==> src/rtl/hazard_forward_unit.sv <==
// Forwarding selects, load-use hazard detection with a LOAD_LAT-bubble stall
// FSM, memory-busy freeze, and saturating stall/forward event counters.
module hazard_forward_unit #(
   parameter int REG_W    = 5,
   parameter int NUM_SRC  = 2,
   parameter int LOAD_LAT = 1,
   parameter int CNT_W    = 16
) (
   input  logic                       clk,
   input  logic                       rst,
   input  logic [NUM_SRC*REG_W-1:0]   id_src,
   input  logic [NUM_SRC-1:0]         id_src_valid,
   input  logic [NUM_SRC*REG_W-1:0]   ex_src,
   input  logic [NUM_SRC-1:0]         ex_src_valid,
   input  logic                       ID_EX_MemRead,
   input  logic [REG_W-1:0]           ID_EX_Rd,
   input  logic                       EX_MEM_RegWrite,
   input  logic                       EX_MEM_MemRead,
   input  logic [REG_W-1:0]           EX_MEM_Rd,
   input  logic                       MEM_WB_RegWrite,
   input  logic [REG_W-1:0]           MEM_WB_Rd,
   input  logic                       mem_busy,
   output logic [2*NUM_SRC-1:0]       fwd_sel,
   output logic                       pc_write,
   output logic                       if_id_write,
   output logic                       id_ex_bubble,
   output logic                       freeze,
   output logic [CNT_W-1:0]           stall_cnt,
   output logic [CNT_W-1:0]           fwd_cnt
);

   localparam int REM_W = $clog2(LOAD_LAT + 1);

   typedef enum logic {RUN, LU_STALL} state_t;

   state_t             state;
   logic [REM_W-1:0]   rem;
   logic [2*NUM_SRC-1:0] fwd_raw;
   logic               hz;
   logic               stall;
   logic               any_fwd;

   // EX/MEM wins over MEM/WB; a load in EX/MEM has no data yet, so it never forwards.
   always_comb begin
      fwd_raw = '0;
      for (int unsigned i = 0; i < NUM_SRC; i++) begin
         if (ex_src_valid[i]) begin
            if (EX_MEM_RegWrite && !EX_MEM_MemRead && (EX_MEM_Rd != '0) &&
                (EX_MEM_Rd == ex_src[i*REG_W +: REG_W]))
               fwd_raw[2*i +: 2] = 2'b01;
            else if (MEM_WB_RegWrite && (MEM_WB_Rd != '0) &&
                     (MEM_WB_Rd == ex_src[i*REG_W +: REG_W]))
               fwd_raw[2*i +: 2] = 2'b10;
         end
      end
   end

   always_comb begin
      hz = 1'b0;
      if (ID_EX_MemRead && (ID_EX_Rd != '0)) begin
         for (int unsigned i = 0; i < NUM_SRC; i++) begin
            if (id_src_valid[i] && (id_src[i*REG_W +: REG_W] == ID_EX_Rd))
               hz = 1'b1;
         end
      end
   end

   // The first bubble comes from RUN seeing hz; LU_STALL supplies the remaining LOAD_LAT-1.
   assign stall   = (state == LU_STALL) || hz;
   assign any_fwd = |fwd_raw;

   assign fwd_sel      = rst ? '0 : fwd_raw;
   assign freeze       = !rst && mem_busy;
   assign id_ex_bubble = !rst && !mem_busy && stall;
   assign pc_write     = rst || (!mem_busy && !stall);
   assign if_id_write  = rst || (!mem_busy && !stall);

   always_ff @(posedge clk) begin
      if (rst) begin
         state     <= RUN;
         rem       <= '0;
         stall_cnt <= '0;
         fwd_cnt   <= '0;
      end else if (!mem_busy) begin
         case (state)
            RUN: begin
               if (hz && (LOAD_LAT > 1)) begin
                  state <= LU_STALL;
                  rem   <= REM_W'(LOAD_LAT - 1);
               end
            end
            LU_STALL: begin
               rem <= rem - 1'b1;
               if (rem == REM_W'(1))
                  state <= RUN;
            end
            default: state <= RUN;
         endcase
         if (id_ex_bubble && (stall_cnt != '1))
            stall_cnt <= stall_cnt + 1'b1;
         if (any_fwd && (fwd_cnt != '1))
            fwd_cnt <= fwd_cnt + 1'b1;
      end
   end

endmodule

==> config.mk <==
export PLATFORM = sky130hd
export DESIGN_NAME = hazard_forward_unit
export DESIGN_NICKNAME = d
export VERILOG_FILES = /design/src/rtl/hazard_forward_unit.sv
export SDC_FILE = /design/constraint.sdc
export NUM_CORES = 1
export LEC_CHECK = 0
export ABC_AREA = 0
export CAP_MARGIN = 25
export CORE_MARGIN = 8
export CORE_UTILIZATION = 45
export CTS_BUF_LIST = sky130_fd_sc_hd__clkbuf_16
export CTS_CLUSTER_SIZE = 20
export DETAILED_ROUTE_END_ITERATION = 12
export GPL_TIMING_DRIVEN = 0
export PLACE_DENSITY = 0.85
export SLEW_MARGIN = 20
export SYNTH_ARGS = -nofsm -noshare
export SYNTH_HDL_FRONTEND = slang
export SYNTH_SLANG_ARGS = --single-unit
==> constraint.sdc <==
create_clock -name clk -period 6.5 [get_ports clk]
set_input_delay 1.3 -clock clk [delete_from_list [all_inputs] [get_ports clk]]
set_output_delay 1.3 -clock clk [all_outputs]
set_load 0.1 [all_outputs]
Yosys cells after proc, flatten, opt, wreduce, memory -nomap -nowiden
Cells that the tools add are included. W data, S select, Z words.

Register bits after elaboration: 34. Word-level logic and storage cells: 57.

Add/sub/neg operators: 3. Equal/unequal tests: 8. Multiplexer cells: 12. Bitwise gates (word level): 1. Reductions and logical operators: 29.

Operators with widths (count): $add A16 B1 Y16 const B (2); $ne A16 B16 Y1 const B (2); $eq A5 B5 Y1 (6); $logic_and A1 B1 Y1 (16); $reduce_bool A5 Y1 (3); $mux W2 (6); $reduce_and A2 Y1 (3); $mux W1 (5); $logic_not A1 Y1 (4); $mux W4 (1); $reduce_or A4 Y1 (1); $logic_or A1 B1 Y1 (2); $not A1 Y1 (1); $sub A1 B1 Y1 const B (1).

Depth between registers and ports, before layout
Depth after elaboration: 9. Gate-level depth with buffers: 9. Gate-level depth less buffers: 7.

Least setup slack after synthesis
OpenSTA, ideal clock, no wires.

Path type: input-to-output. Start point: input rst. End point: output pc_write. Arrival time: 4.559 ns. Setup slack: 0.641 ns. Cell stages on the path: 5. Buffers on the path: 3. Cells stage by stage: clkbuf_1 clkbuf_1 nor2b_1 nor2_1 buf_4.

Cells in the longest elaborated chain, start to end: 1.

RTL lines: start: declaration (line 10) `input logic rst,`; $logic_or A1 B1 Y1; end: declaration (line 24) `output logic pc_write,`.

Every way passes these cells.

Worst setup path in the final report
Start point: input ID_EX_Rd[2]. End point: output pc_write.

Cells in the longest elaborated chain, start to end: 9.

RTL lines: start: declaration (line 16) `input logic [REG_W-1:0] ID_EX_Rd,`; $eq A5 B5 Y1 (line 62) `if (id_src_valid[i] && (id_src[i*REG_W +: REG_W] == ID_EX_Rd))`; $logic_and A1 B1 Y1 (line 62); $mux W1 (2 in a row) (line 62); $mux W1 (*) (line 60) `if (ID_EX_MemRead && (ID_EX_Rd != '0)) begin`; $logic_or A1 B1 Y1 (*) (line 69) `assign stall = (state == LU_STALL) || hz;`; $logic_not A1 Y1 (*) (line 75) `assign pc_write = rst || (!mem_busy && !stall);`; $logic_and A1 B1 Y1 (*) (line 75); $logic_or A1 B1 Y1 (*) (line 75).

Every way passes the cells marked *; elsewhere a longest branch is shown, timed or not.

==> qor.yml <==
logic_synthesis:
  syn-cell-area_um2: 2240
  ys.flop_type: "dfxtp_1"
  yosys.area.top_type: "dfxtp_1"
  synth_most_common_cell: "dfxtp_1"
  netlist.area_leader.share_pct: 30.3
  synth.avg_cell_area_um2: 8.01
  synthesis.nets: 328
  synthTopCellsByArea: "dfxtp_1 (30%), xnor2_1 (6.2%), xor2_1 (6.2%)"
  syn-instance-count: 280
  yosys_warnings: 0
  yosys_register_bits: 34
  synth_commonest_cells: "dfxtp_1 (34), nor2_1 (26), a21oi_1 (18)"
  yosysSeqAreaShare_pct: 30.3
  ys_types: 42
  synth_edf_count: 0
  async_flop_share_pct: 0
floorplan:
  start_util_pct: 47.2
  row_count: 25
  die_w_um: 86.6
  die_h_um: 86.6
  ios: 86
  core-area_um2: 4750
  die_area_um2: 7500
cts:
  clkSlewWorstSetupHoldPaths_ns: 0.05
  clock_path_buffers: 2
  cts_buffers: 5
  cts_resized: 0
  cts-root-buf: "clkbuf_16"
  cts_hold_buf: 0
  post_cts_buffers: 0
  htreeDepth: 2
  cts_sinks: 34
  clk_latency_ns: 0.28
  cts_tree: "done"
power:
  powerDensity_nw_per_um2: 179
  vdd_drop_max_uv: 115
  p_leak_nw: 1.14
grt:
  antenna_found_initial: 0
  grt_max_degree: 13
  grt_pass1_wl_mm: 10.6
  grt_pass1_vias: 2395
  grt_usage_pct: 17.3
  overflow: 0
sta:
  tightest_slew_ns: 1.01
  rsz0062_at_grt: "false"
  fin_setup_tns_ns: 0
  fin_skew_ns: 0.00556
  fin_crit_ns: 5.45
  clock.fmax_ghz: 0.183
  fin_crit_sh_pct: 83.9
  hold_violations: 0
  drv_slew: 0
  setup_viol: 0
  max_slew_margin_pct: 32.7
worst_setup_path:
  worstSetupStartpointType: "primary input"
  cp.arrival_ns: 4.15
  end_kind: "output pin"
  critPathKind: "primary input to output pin"
  reg2reg_to: "stall_cnt[3]"
  r2r_start: "stall_cnt[6]"
  cp.required_ns: 5.20
  reg2reg_depth: 9
  worstPathMaxFanout: 3
  regToRegSetupSlack_ns: 4.12
layout:
  syn2layout_area_growth_pct: 49.9
  design_area_um2: 3360
  drive_gt1_share_pct: 8.60
  fin_nets: 419
  antenna_cells: 0
drt:
  vias: 2332
  drt_iter0_markers: 100
  wl_per_cell_um: 14.8
  route.detailed.drc: 0
  dr.pass1.iters: 4
  wl_mm: 6.49
  via_per_inst: 5.31
  ant_nets: 0
status:
  outcome: "complete, no violations"
place:
  hpwl_mm: 5.05
  portBuffers: 84
  gp_congestion: 0.882
  placed_cell_area_um2: 3170
worst_hold_path:
  hold_path_class: "flop to flop"
  hold-path-cell-count: 2
  hold_start: "stall_cnt[5]"
  min_to: "stall_cnt[5]"
flow_run:
  max-cap-violations: 0
power by group:
part           switching, mW  internal [mW]  total, mW
clock network         0.0920          0.220      0.312
logic                 0.0389         0.0408     0.0797
registers           0.000185          0.209      0.209
how the worst max path moves through the flow:
stage | to | cells after the start | startpoint
6_report | pc_write | 9 | ID_EX_Rd[2]
4_1_cts | id_ex_bubble | 8 | ID_EX_Rd[2]
3_5_place_dp | pc_write | 9 | ID_EX_Rd[2]
5_1_grt | id_ex_bubble | 8 | ID_EX_Rd[2]
2_1_floorplan | pc_write | 5 | rst
3_3_place_gp | pc_write | 9 | ID_EX_Rd[2]
worst max-delay path, stage by stage:
cell,delay [ns]
clkdlybuf4s50_1,0.47
or4_1,0.51
o21ai_0,0.15
a21oi_1,0.11
nor2_1,0.15
nor2_1,0.06
nor2_1,0.15
buf_4,0.13
clkdlybuf4s50_1,1.12
placed cells by master (no fill, tap or decap), types with 2 or more instances in the layout:
cell type / instances
or3_1: 16
nor2_1: 26
clkbuf_16: 5
mux2i_1: 3
nand3_1: 14
o21ai_0: 16
xor2_1: 16
nor2b_1: 15
buf_2: 2
buf_6: 3
or4_1: 7
xnor2_1: 16
or2_2: 3
nor3b_1: 2
o41ai_1: 2
ha_1: 2
mux2_2: 10
nor4_1: 8
inv_1: 2
and3_1: 4
nor3_1: 9
clkbuf_1: 8
bufinv_16: 2
clkdlybuf4s50_1: 84
buf_4: 2
a21oi_1: 18
nand2_1: 17
nand2b_1: 3
nand4_1: 6
nor4b_1: 2
dfxtp_1: 34
per-stage QoR:
step	setup WS, ns	hold WS, ns	cells	util, %	power (mW)
after detailed placement	1.02	0.494	431	66.6	0.293
final	1.05	0.509	439	70.7	0.601
after global placement	1.01	0.484	431	66.6	0.292
after CTS	1.01	0.506	439	70.7	0.605
after floorplan	0.641	0.477	280	-	0.251
after global routing	0.820	0.526	439	70.7	0.619
logic make-up (layout without fill, tap and decap cells):
group,Yosys count,after routing,synth area share (%)
compound gates,42,42,10.5
xor+xnor,32,32,12.5
fa+ha+maj,2,2,1.12
buf+inv,17,109,4.29
flops,34,34,30.3
mux,14,14,6.86
simple gates,139,139,34.4
final cells by class:
class	instances	area, um^2
Multi-Input combinational cell	229	1470
Fill cell	397	1390
Timing Repair Buffer	84	841
Sequential cell	34	681
Clock buffer	5	125
Buffer	15	88.8
Tap cell	67	83.8
Clock inverter	3	68.8
Inverter	2	7.51
sequential cells by signal, summed over array words and instances, names as in the netlist:
register	count
fwd_cnt	16
stall_cnt	16
rem	1
state	1
routing by layer:
| metal | track usage [%] | part of all wire [%] | wire (um) |
|---|---|---|---|
| met1 | 17.7 | 41 | 2670 |
| met2 | 29.3 | 46 | 3010 |
| met3 | 7.66 | 11 | 699 |
| met4 | 8.45 | 1.8 | 115 |
| met5 | 0 | 0 | 0 |
Note: power is estimated with default switching activity, not from simulation.
